$ cat src/rtl/pipe_hazard_ctrl.sv
// pipe_hazard_ctrl: Tuse/Tnew stall/flush scheduler with MDU busy tracking and a saturating stall counter.
module pipe_hazard_ctrl #(
  parameter int MULT_CYC = 5,
  parameter int DIV_CYC  = 10,
  parameter int CNT_W    = 16
) (
  input  logic             clk,
  input  logic             reset,
  input  logic [4:0]       D_rs,
  input  logic [4:0]       D_rt,
  input  logic [1:0]       D_tuse_rs,
  input  logic [1:0]       D_tuse_rt,
  input  logic             D_md_use,
  input  logic [4:0]       E_wa,
  input  logic [1:0]       E_tnew,
  input  logic [4:0]       M_wa,
  input  logic [1:0]       M_tnew,
  input  logic             E_md_start,
  input  logic             E_md_op,
  output logic             stall,
  output logic             flush_E,
  output logic             md_busy,
  output logic [3:0]       md_count,
  output logic             md_overlap,
  output logic [CNT_W-1:0] stall_cnt
);
  typedef enum logic {IDLE, BUSY} state_t;
  state_t           state_q, state_d;
  logic [3:0]       md_count_q, md_count_d;
  logic             md_overlap_q, md_overlap_d;
  logic [CNT_W-1:0] stall_cnt_q, stall_cnt_d;
  logic             stall_rs, stall_rt, stall_md;
  always_comb begin
    stall_rs = (D_rs != 5'd0) && ((E_wa == D_rs && E_tnew > D_tuse_rs) || (M_wa == D_rs && M_tnew > D_tuse_rs));
    stall_rt = (D_rt != 5'd0) && ((E_wa == D_rt && E_tnew > D_tuse_rt) || (M_wa == D_rt && M_tnew > D_tuse_rt));
    md_busy  = (state_q == BUSY) || E_md_start;
    stall_md = D_md_use && md_busy;
    stall    = stall_rs || stall_rt || stall_md;
    flush_E  = stall;
    state_d      = state_q;
    md_count_d   = md_count_q;
    md_overlap_d = md_overlap_q || (state_q == BUSY && E_md_start);
    if (state_q == IDLE && E_md_start) begin
      md_count_d = E_md_op ? 4'(DIV_CYC) : 4'(MULT_CYC);
      state_d    = BUSY;
    end else if (state_q == BUSY) begin
      md_count_d = md_count_q - 4'd1;
      state_d    = (md_count_q == 4'd1) ? IDLE : BUSY;
    end
    stall_cnt_d = (stall && !(&stall_cnt_q)) ? stall_cnt_q + 1'b1 : stall_cnt_q;
  end
  always_ff @(posedge clk or posedge reset) begin
    if (reset) begin
      state_q      <= IDLE;
      md_count_q   <= '0;
      md_overlap_q <= 1'b0;
      stall_cnt_q  <= '0;
    end else begin
      state_q      <= state_d;
      md_count_q   <= md_count_d;
      md_overlap_q <= md_overlap_d;
      stall_cnt_q  <= stall_cnt_d;
    end
  end
  assign md_count   = md_count_q;
  assign md_overlap = md_overlap_q;
  assign stall_cnt  = stall_cnt_q;
endmodule
$ cat config.mk
export PLATFORM = sky130hd
export DESIGN_NAME = pipe_hazard_ctrl
export DESIGN_NICKNAME = d
export VERILOG_FILES = /design/src/rtl/pipe_hazard_ctrl.sv
export SDC_FILE = /design/constraint.sdc
export NUM_CORES = 1
export LEC_CHECK = 0
export ABC_AREA = 1
export BUFFER_PORTS_ARGS = -buffer_cell sky130_fd_sc_hd__buf_2
export CORE_MARGIN = 2
export CORE_UTILIZATION = 47
export DETAILED_ROUTE_END_ITERATION = 8
export GPL_TIMING_DRIVEN = 0
export PLACE_DENSITY = 0.75
export SYNTH_ARGS = -nofsm -noshare
export SYNTH_HDL_FRONTEND = slang
export SYNTH_SLANG_ARGS = --single-unit
$ cat constraint.sdc
create_clock -name clk -period 1.6 [get_ports clk]
set_clock_uncertainty 0.05 [all_clocks]
set_input_delay 0 -clock clk [delete_from_list [all_inputs] [get_ports clk]]
set_output_delay 0 -clock clk [all_outputs]
set_load 0.01 [all_outputs]
==> impl_results.md <==
* WHS Path Cells at 6
* Synth unique cells at 25
* Total grt overflow at 0
* Arr. time, crit path at 1740 ps
* Main combinational cell family by area after synthesis: simple AND/OR/NAND/NOR gates
* R2r worst-path depth at 9
* Via count of the routed design at 2,010
* Clk Latency, worst-skew pair at 260 ps
* Syn Inst Count at 286
* Area added between synthesis and finish at 34.7%
* Synth Register Bits at 22
* Crit Reg-Reg Endpoint: stall_cnt[5]
* Minimum clock period at 1630 ps
* # IOs at 57
* Net count after synthesis at 330
* Reg2Reg Setup Slack at -30 ps
* DR vias/cell at 4.86
* Most common cell in the synthesized netlist: nand2_1
* Layout Nets at 411
* Metal1 wirelength at 2200 um
* VDD IR-drop max at 1.25 mV
* RSZ-0062 raised after global routing: true
* Synth Area in Adders at 7.37%
* Core footprint at 0.00374 mm^2
* PnR worst setup slack at -27.0 ps
* Warnings from Yosys at 0
* FILL cells at 329
* Async set-reset flop share out of synthesis at 100%
* Max-cap viol count at 0
* Clock Path Buffers at 2
* Depth of the CTS H-tree at 1
* Final Hold Violating Endpoints at 0
* Pleak at 1.48 nW
* Min-Delay Path Class: input pin to register
* Post-Place Worst Slack at -294 ps
* Setup tns final at -205 ps
* Failing checks: negative setup slack
* IO Port Bufs at 56
* Clk sink count at 22
* Post-Synth XOR/XNOR Area at 7.51%
* Detailed Routing Iterations Pass 1 at 4
* Synth cell count leaders: nand2_1 (102), inv_1 (50), nand3_1 (31), dfrtp_1 (22), nor2_1 (21)
* Worst Max-Slew Pin Slew at 819 ps
* CTS buffer count at 3
* Worst EP required at 1710 ps
* Post-synth top area share at 29.5%
* Starting Density at 49.9%
* DRC at 0
* CP max stage cell: dfrtp_2
* Die height at 67.0 um
* Mapped Avg Cell Area at 6.53 um^2
* Clock Tree Root: clkbuf_8
* Synth Area in Compound Gates at 4.29%
* Reg clk slew, reported paths at 80 ps
* Tot GR Track Use at 21.9%
* Die area at 0.00449 mm^2
* Post-Syn Area at 0.00187 mm^2
* Hold slack final at 155 ps
* Layout cells sized above 1 at 28.7%
* Initial antenna violation count at 0
* R2r startpoint: stall_cnt[1]
* Post-synthesis mux area share at 0%
* Rel. slew slack at 45.4%
* RD Place Congestion at 0.876
* # setup viols final at 12
* Routed Antenna Nets at 0
* Starting DRT DRC Count at 79
* DR WL met3 at 201 um
* Die width at 67.0 um
* Ant diodes at 0
* Worst Setup End Kind: register
* Crit path launch type: register
* Outcome: finished with violations
* Half-perimeter wire length after placement at 3550 um
* CP cell instances: ha_4, nand3_4, nor3_4, nand2_2, nor3_4, inv_2, buf_6, nand3_1, nand2_1
* PwrDens at 949 mW/mm^2
* Min-delay src: D_md_use
* CP max FO at 6
* CTS tree: done
* Util after Layout at 67.2%
* Max-slew violations at 0
* Post-synth top area cell: dfrtp_1
* Sequential area share after synthesis at 29.5%
* Max incr delay on CP at 390 ps
* Detailed Route WL at 4810 um
* Max layer used: met4
* Post-synth EDFFs at 0
* Metal2 WL at 2330 um
* Crit path kind: register to register
* First-pass GRT wire length at 7580 um
* Largest net degree at the start of global routing at 23
* Fmax at 0.615 GHz
* Vias in the first global route at 1,857
* Simple-gate share of the synthesized area at 39.3%
* Row count at 22
* Avg WL per Cell at 11.6 um
* Ranking of synthesized cells by area: dfrtp_1 (29%), nand2_1 (21%), inv_1 (10%), nand3_1 (8.3%), ha_1 (7.4%)
* Dominant synthesized flop cell: dfrtp_1
* End of the worst hold path: stall_cnt[7]
* Fin crit share at 102%
* CP most frequent cell: nor3_4
-- final cells by class --
type	instances	area (um^2)	area share [%]
Multi-Input combinational cell	208	1180	47.0
Sequential cell	22	553	22.0
Timing Repair Buffer	77	449	17.9
Inverter	51	191	7.61
Tap cell	48	60.1	2.39
Clock buffer	4	45.0	1.79
Buffer	4	35.0	1.39
-- worst max-delay path: cells and delay by family, from the launching register on --
| kind | cells | cell delay [ps] |
|---|---|---|
| simple gates | 6 | 630 |
| fa+ha+maj | 1 | 150 |
| buf+inv | 2 | 290 |
| flops | 1 | 390 |
-- flip-flops by register name, indices dropped and copies added (netlist names) --
signal      cells
stall_cnt      16
state_q         1
md_count        4
md_overlap      1
-- how the worst max path moves through the flow --
| stage | start | endpoint | slack, ps | cells after the start |
|---|---|---|---|---|
| after global routing | stall_cnt[0] | stall_cnt[0] | -170 | 9 |
| after CTS | stall_cnt[1] | stall_cnt[14] | -7 | 9 |
| after global placement | stall_cnt[0] | stall_cnt[11] | -250 | 10 |
| after floorplan | stall_cnt[0] | stall_cnt[2] | -130 | 9 |
| final | stall_cnt[1] | stall_cnt[5] | -30 | 9 |
| after detailed placement | stall_cnt[0] | stall_cnt[0] | -290 | 10 |
-- cells by family after synthesis --
group,after synthesis
flip-flops,22
adder cells (fa/ha/maj),11
AO/OA/AOI/OAI,12
buffers and inverters,56
AND/OR/NAND/NOR,169
XOR/XNOR,16
-- routing by layer --
layer	vias up	global-route usage (%)
met5	-	0
met4	0	7.40
met3	7	1.52
met2	54	40.5
met1	903	26.5
li1	1046	-
-- placed cells by master, fill, tap and decap left out --
cell and instances:
clkbuf_1 1, inv_1 49, dfrtp_1 20, nand2_1 102
inv_2 2, a41oi_1 1, xnor2_2 1, nand3_1 21
ha_4 1, o211ai_1 1, buf_4 18, nand3_4 1
xnor2_1 6, nor3_1 4, nand4_1 3, xor2_1 9
buf_2 57, dfrtp_2 2, nand2_4 1, nor3_4 2
clkbuf_8 3, nand2_2 1, o21ai_0 2, nor2_1 20
nor3_2 2, o221ai_1 3, dlygate4sd3_1 3, o21bai_1 1
ha_1 10, nand3_2 10, nand3b_1 1, a21oi_1 4
nor2_2 1, buf_6 3
-- metrics by stage --
step / cells / power (W) / instance area (um^2)
final: 414 / 0.00239 / 2510
after global routing: 414 / 0.00258 / 2510
after CTS: 407 / 0.00233 / 2400
after detailed placement: 390 / 0.00189 / 2240
after global placement: 390 / 0.00183 / 2240
after floorplan: 286 / 0.00153 / 1900
-- report_power, final --
part / switching [W] / internal, W / leakage (nW)
Clock: 0.000180 / 0.000178 / 0.0228
Sequential: 0.000146 / 0.000700 / 0.280
Combinational: 0.000645 / 0.000537 / 1.18
-- repair_timing --
action | CTS | global route
hold endpoints to repair | 27 | 0
buffers inserted | 11 | 6
hold buffers | 3 | 0
pin swaps | 3 | 1
cloned | 0 | 1
setup endpoints to repair | 18 | 17
resized for setup | 5 | 14
No activity file was read; power rests on OpenSTA's default activity.
